## config.mk

```make
export PLATFORM = sky130hd
export DESIGN_NAME = lanectrl_pause_req_seq
export DESIGN_NICKNAME = d
export VERILOG_FILES = /design/src/rtl/lanectrl_pause_req_seq.sv
export SDC_FILE = /design/constraint.sdc
export NUM_CORES = 1
export LEC_CHECK = 0
export ABC_AREA = 1
export ABC_CLOCK_PERIOD_IN_PS = 5100
export BUFFER_PORTS_ARGS = -buffer_cell sky130_fd_sc_hd__clkbuf_2
export CORE_MARGIN = 2
export CORE_UTILIZATION = 30
export DETAILED_ROUTE_END_ITERATION = 10
export GPL_ROUTABILITY_DRIVEN = 0
export SYNTH_ARGS = -nofsm -noshare
export SYNTH_HDL_FRONTEND = slang
export SYNTH_SLANG_ARGS = --single-unit
export TNS_END_PERCENT = 20
```

## constraint.sdc

```tcl
create_clock -name CLK -period 5.1 [get_ports CLK]
set_clock_uncertainty 0.05 [all_clocks]
set_input_delay 0.255 -clock CLK [delete_from_list [all_inputs] [get_ports CLK]]
set_output_delay 0.255 -clock CLK [all_outputs]
set_load 0.005 [all_outputs]
```

## src/rtl/lanectrl_pause_req_seq.sv

```systemverilog
// Upstream sequencer for the lane-control clock-pause synchroniser: opens a pause window,
// issues delay-line tap pulses inside it, then enforces a quiet gap before the next request.
module lanectrl_pause_req_seq #(
    parameter int PAUSE_SETUP_CYC = 4,
    parameter int PAUSE_HOLD_CYC  = 4,
    parameter int GAP_CYC         = 8,
    parameter int STEP_W          = 4
) (
    input  logic              CLK,
    input  logic              RESET,
    input  logic              UPD_REQ,
    input  logic              UPD_DIR,
    input  logic [STEP_W-1:0] UPD_STEPS,
    output logic              UPD_BUSY,
    output logic              UPD_ACK,
    output logic              HS_IO_CLK_PAUSE,
    output logic              DLY_MOVE,
    output logic              DLY_DIR
);

    localparam logic [2:0] S_IDLE  = 3'd0;
    localparam logic [2:0] S_SETUP = 3'd1;
    localparam logic [2:0] S_MOVE  = 3'd2;
    localparam logic [2:0] S_HOLD  = 3'd3;
    localparam logic [2:0] S_GAP   = 3'd4;

    // Counters hold "cycles remaining after this one" for the current phase.
    localparam logic [7:0] SETUP_LD    = 8'(PAUSE_SETUP_CYC - 1);
    localparam logic [7:0] HOLD_LD     = 8'(PAUSE_HOLD_CYC - 1);
    // The ACK cycle after HOLD is the first gap cycle, so even GAP_CYC=0 keeps one.
    localparam logic [7:0] GAP_LD_HOLD = (GAP_CYC == 0) ? 8'd0 : 8'(GAP_CYC - 1);
    // A zero-step request spends its ACK cycle ahead of the full gap.
    localparam logic [7:0] GAP_LD_ZERO = 8'(GAP_CYC);

    logic [2:0]        state_q, state_d;
    logic [7:0]        cnt_q, cnt_d;
    logic [STEP_W-1:0] steps_q, steps_d;
    logic              dir_q, dir_d;
    logic              busy_q, busy_d;
    logic              ack_q, ack_d;
    logic              pause_q, pause_d;
    logic              move_q, move_d;
    logic [7:0]        move_ld;

    assign move_ld = 8'({steps_q, 1'b0}) - 8'd1;

    always_comb begin
        state_d = state_q;
        cnt_d   = cnt_q;
        steps_d = steps_q;
        dir_d   = dir_q;
        ack_d   = 1'b0;
        case (state_q)
            S_IDLE: begin
                if (UPD_REQ) begin
                    steps_d = UPD_STEPS;
                    if (UPD_STEPS == '0) begin
                        state_d = S_GAP;
                        cnt_d   = GAP_LD_ZERO;
                        ack_d   = 1'b1;
                    end else begin
                        state_d = S_SETUP;
                        cnt_d   = SETUP_LD;
                        dir_d   = UPD_DIR;
                    end
                end
            end
            S_SETUP: begin
                if (cnt_q == 8'd0) begin
                    state_d = S_MOVE;
                    cnt_d   = move_ld;
                end else begin
                    cnt_d = cnt_q - 8'd1;
                end
            end
            S_MOVE: begin
                if (cnt_q == 8'd0) begin
                    state_d = S_HOLD;
                    cnt_d   = HOLD_LD;
                end else begin
                    cnt_d = cnt_q - 8'd1;
                end
            end
            S_HOLD: begin
                if (cnt_q == 8'd0) begin
                    state_d = S_GAP;
                    cnt_d   = GAP_LD_HOLD;
                    ack_d   = 1'b1;
                end else begin
                    cnt_d = cnt_q - 8'd1;
                end
            end
            S_GAP: begin
                if (cnt_q == 8'd0) begin
                    state_d = S_IDLE;
                end else begin
                    cnt_d = cnt_q - 8'd1;
                end
            end
            default: begin
                state_d = S_IDLE;
                cnt_d   = 8'd0;
            end
        endcase
    end

    // Outputs are decoded from the next state so they appear registered with no lag.
    always_comb begin
        busy_d  = (state_d != S_IDLE);
        pause_d = (state_d == S_SETUP) || (state_d == S_MOVE) || (state_d == S_HOLD);
        move_d  = (state_d == S_MOVE) && cnt_d[0];
    end

    always_ff @(posedge CLK or posedge RESET) begin
        if (RESET) begin
            state_q <= S_IDLE;
            cnt_q   <= 8'd0;
            steps_q <= '0;
            dir_q   <= 1'b0;
            busy_q  <= 1'b0;
            ack_q   <= 1'b0;
            pause_q <= 1'b0;
            move_q  <= 1'b0;
        end else begin
            state_q <= state_d;
            cnt_q   <= cnt_d;
            steps_q <= steps_d;
            dir_q   <= dir_d;
            busy_q  <= busy_d;
            ack_q   <= ack_d;
            pause_q <= pause_d;
            move_q  <= move_d;
        end
    end

    assign UPD_BUSY        = busy_q;
    assign UPD_ACK         = ack_q;
    assign HS_IO_CLK_PAUSE = pause_q;
    assign DLY_MOVE        = move_q;
    assign DLY_DIR         = dir_q;

endmodule

```

* Yosys cells after proc, flatten, opt, wreduce, memory -nomap -nowiden *
Index checks and enable logic that the tools add are counted.

word-level totals
  output and inout bits = 5
  register bits after elaboration = 20
  input port bits = 8
  word-level logic and storage cells = 49

operators by class
  bitwise operators = 1
  reductions and logical operators = 10
  add/subtract/negate cells = 2
  equal/unequal tests = 9
  multiplexer cells = 18

operator list
  cell                   count
  $mux W8                5
  $pmux W8 S5            1
  $mux W3                6
  $pmux W3 S5            1
  $eq A3 B2 Y1 const B   4
  $logic_not A8 Y1       1
  $sub A8 B1 Y8 const B  1
  $eq A3 B1 Y1 const B   2
  $sub A5 B1 Y6 const B  1
  $logic_not A4 Y1       1
  $mux W4                1
  $ne A2 B2 Y1 const B   2
  $reduce_and A2 Y1      2
  $eq A3 B3 Y1 const B   1
  $logic_not A3 Y1       1
  $mux W1                3
  $reduce_and A3 Y1      1
  $reduce_bool A3 Y1     1
  $logic_or A1 B1 Y1     2
  $pmux W1 S2            1
  $logic_and A1 B1 Y1    1
  $not A1 Y1             1

* Logic depth before layout (Yosys ltp) *
  depth in word-level cells = 7
  gate-level depth with buffers = 11

* Least setup slack after synthesis *
OpenSTA, ideal clock, no wires.

  path type = register -> register
  start point = reg cnt_q[0]
  end point = reg move_q (netlist: DLY_MOVE)
  path slack = 3.501 ns
  setup time = 0.116 ns
  period minus slack after synthesis = 1.599 ns
  buffers on the path = 0
  arrival = 1.434 ns
  cell stages (with the launch flop) = 11
  cell sequence = dfrtp_1 -> inv_1 -> ha_1 -> nand2_4 -> inv_2 -> nand2_4 -> ha_1 -> nand2_1 -> nand4_2 -> nand2_1 -> nor2_2

on the way
  elaborated cells between the ends (all ways) = 15
  those cells by class = add/sub (1); eq/ne (1); mux (11); reduce/logical (2)

RTL lines
  what                                               line  RTL
  start, declared                                    36    logic [7:0] cnt_q, cnt_d;
  start signal, assigned                             126   cnt_q <= cnt_d;
  $sub A8 B1 Y8 or $logic_not A8 Y1 (tied branches)  n/a
  $mux W8, on equally long branches                  n/a
  $pmux W8 S5 *                                      53    case (state_q)
  net cnt_d[0]                                       36
  $logic_and A1 B1 Y1 *                              111   move_d = (state_d == S_MOVE) && cnt_d[0];
  net move_d                                         42    logic move_q, move_d;
  end signal, assigned                               132   move_q <= move_d;
  end, declared                                      42

Mark *: on every way through the listed nets, which the timed path passes. The rest lies on a longest branch. The select of a mux whose other input is x is not followed.
A chain may end at the register's enable or synchronous reset.

* Worst setup path in the final report *
Same ends and word-level chain as after synthesis.

==> results.json <==
{
  "status": "finished, final reports clean",
  "timing.fmax_ghz": 0.5856,
  "irDropWorstVdd_mv": 0.2893,
  "routed_wirelength_um": 2663,
  "tritoncts": "done",
  "insertion_delay_ns": 0.26,
  "p_leak_nw": 0.7757,
  "finalHoldViolations": 0,
  "drive_gt1_frac": 0.2568,
  "crit_arrival_ns": 1.81,
  "dr.first_iter.drc_count": 28,
  "post-route-drc-count": 0,
  "numCtsBuffers": 3,
  "io_buffers": 12,
  "synthToLayoutAreaGrowth_pct": 12.70,
  "setup.worst_path.class": "reg2reg",
  "slew_headroom": 0.5003,
  "postCtsSetupRepairBufs": 0,
  "clockRootBuffer": "clkbuf_8",
  "worst_pin_slew_ns": 0.7488,
  "rows": 24,
  "cts.sinks": 20,
  "die_area_mm2": 0.004911,
  "dpl_cell_area_mm2": 0.001435,
  "yosysUniqueCellTypes": 26,
  "grt_use_total": 0.1247,
  "netlist_area_mm2": 0.001310,
  "synth_flop_cell": "dfrtp_1",
  "fillerInstances": 461,
  "powerDensity_mw_per_mm2": 591.3,
  "design_area_mm2": 0.001476,
  "synthTopCellsByArea": "dfrtp_1, nand2_1, nand3_1",
  "tns_ns": 0,
  "dr_total_vias": 1062,
  "fin_crit_sh": 0.3348,
  "initial_utilization": 0.3051,
  "synth_seq_area_share": 0.3820,
  "grt_pass1_vias": 1032,
  "drv_cap": 0,
  "route.antenna.remaining_nets": 0,
  "final_nets": 197,
  "finalMaxSlewViolations": 0,
  "syn_avg_cell_area_um2": 7.798,
  "grt_overflow": 0,
  "coreArea_mm2": 0.004294,
  "endpoint_kind": "flip-flop",
  "viasPerCell": 4.519,
  "post_drt_wl_per_cell_um": 11.33,
  "ctsResizeCount": 0,
  "grt_max_degree": 21,
  "syn_inst": 168,
  "synth_top_area_frac": 0.3820,
  "cts.hold.buffers_added": 0,
  "syn_nets": 180,
  "async_reset_ff_frac": 1.000,
  "yosys.area.top_type": "dfrtp_1",
  "ioPinCount": 13,
  "hold_class": "in2async",
  "required_ns": 5.20,
  "hpwl_um": 2088,
  "h-tree-depth": 1,
  "die_w_um": 70.08,
  "setup_violations": 0,
  "die_h_um": 70.08,
  "clk_pin_slew_ns": 0.07,
  "ys_warn_count": 0,
  "antenna_cells": 0,
  "synth_seq_cells": 20,
  "first_pass_iters": 4,
  "antenna_found_initial": 0,
  "critical_path.max_fanout": 10,
  "post-route-min-period_ns": 1.708,
  "grt_pass1_wl_um": 4795,
  "synth_edf_count": 0,
  "cts_buffer_depth": 2,
  "rsz0062_at_grt": "no",
  "worstSetupStartpointType": "flip-flop"
}
-- final cells by class --
| cell class | instances | area (um^2) | area share |
|---|---|---|---|
| Multi-Input combinational cell | 125 | 723.2 | 0.4898 |
| Sequential cell | 20 | 500.5 | 0.3390 |
| Inverter | 23 | 86.33 | 0.05847 |
| Tap cell | 52 | 65.06 | 0.04407 |
| Timing Repair Buffer | 12 | 60.06 | 0.04068 |
| Clock buffer | 3 | 41.29 | 0.02797 |
-- synth_stat cells (3+ instances only) --
master   count
nor2_1      15
o21ai_0      4
inv_1       14
inv_2        9
nand2_4      4
o21ai_2      3
ha_1         4
nor2_2       6
nand3_1     15
nand2_1     49
dfrtp_1     20
-- kinds of logic after synthesis --
| logic type | after synthesis | synth area share |
|---|---|---|
| XOR/XNOR | 4 | 0.02675 |
| adder cells (fa/ha/maj) | 4 | 0.03821 |
| AND/OR/NAND/NOR | 105 | 0.4193 |
| flip-flops | 20 | 0.3820 |
| AO/OA/AOI/OAI | 12 | 0.06782 |
| buffers and inverters | 23 | 0.06590 |
-- where the power goes --
| part | total (W) | leakage [nW] | internal, W | switching, W |
|---|---|---|---|---|
| sequential | 0.000272 | 0.254 | 0.000222 | 0.0000508 |
| combinational | 0.000498 | 0.501 | 0.000182 | 0.000316 |
| clock | 0.000103 | 0.0216 | 0.0000526 | 0.0000500 |
| total | 0.000873 | 0.776 | 0.000456 | 0.000417 |
-- flip-flops by register name (all words and copies together), names as in the netlist --
register	flops
cnt_q	8
steps_q	4
state_q	3
DLY_DIR	1
DLY_MOVE	1
HS_IO_CLK_PAUSE	1
UPD_ACK	1
UPD_BUSY	1
-- final timing paths --
path	slack, ns	startpoint	cells after the start	end
worst min register to register	0.43	DLY_DIR$_DFFE_PP0P_	2	DLY_DIR$_DFFE_PP0P_
worst max-delay path	3.39	cnt_q[0]$_DFF_PP0_	10	DLY_MOVE$_DFF_PP0_
min in group CLK	0.16	UPD_STEPS[3]	3	steps_q[3]$_DFFE_PP0P_
worst min-delay path	0.05	RESET	2	steps_q[3]$_DFFE_PP0P_
worst max register to register	3.39	cnt_q[0]$_DFF_PP0_	10	DLY_MOVE$_DFF_PP0_
max in group asynchronous	4.48	RESET	2	state_q[1]$_DFF_PP0_
-- critical path, cell delays in order (launching register included) --
cell and delay [ns]:
dfrtp_1 0.39, inv_1 0.11, ha_1 0.20, nand2_4 0.08, inv_2 0.07, nand2_4 0.10
ha_1 0.28, nand2_1 0.08, nand4_2 0.10, nand2_1 0.09, nor2_2 0.03
-- placed cells by master, fill, tap and decap left out --
master and count:
o21ai_2 3, o21ai_1 2, inv_2 9, nor3_1 2, clkbuf_8 3, nand4_2 1, nor2_1 15, nand2_1 49
nand3_1 15, nand4_1 2, nor2_2 6, dfrtp_1 20, nand2_4 4, xnor2_1 2, a21boi_0 1, nand3b_1 2
o21ai_0 4, a21oi_1 1, o22ai_4 1, or2_1 1, xor2_1 2, nor2_4 2, inv_1 14, ha_1 4
clkbuf_2 12, nor2_8 2, nand3_2 2, nand2_2 2
-- metrics by stage --
| stage | worst slack [ns] | utilization | instances | power (W) | hold slack (ns) |
|---|---|---|---|---|---|
| floorplan | 3.501 | - | 168 | 0.0006701 | 0.1688 |
| global placement | 3.428 | 0.3342 | 232 | 0.0007754 | 0.3733 |
| detailed placement | 3.404 | 0.3342 | 232 | 0.0007776 | 0.3692 |
| CTS | 3.388 | 0.3438 | 235 | 0.0008864 | 0.08553 |
| global route | 3.270 | 0.3438 | 235 | 0.0009699 | 0.1479 |
| finish | 3.392 | 0.3438 | 235 | 0.0008730 | 0.04840 |
-- layer usage --
| layer | global-route usage | up-vias | wire (um) |
|---|---|---|---|
| li1 | - | 561 | - |
| met1 | 0.1670 | 482 | 1270 |
| met2 | 0.1947 | 15 | 1263 |
| met3 | 0.01876 | 4 | 69 |
| met4 | 0.06410 | 0 | 59 |
| met5 | 0 | - | 0 |
Note: power is estimated with default switching activity, not from simulation.
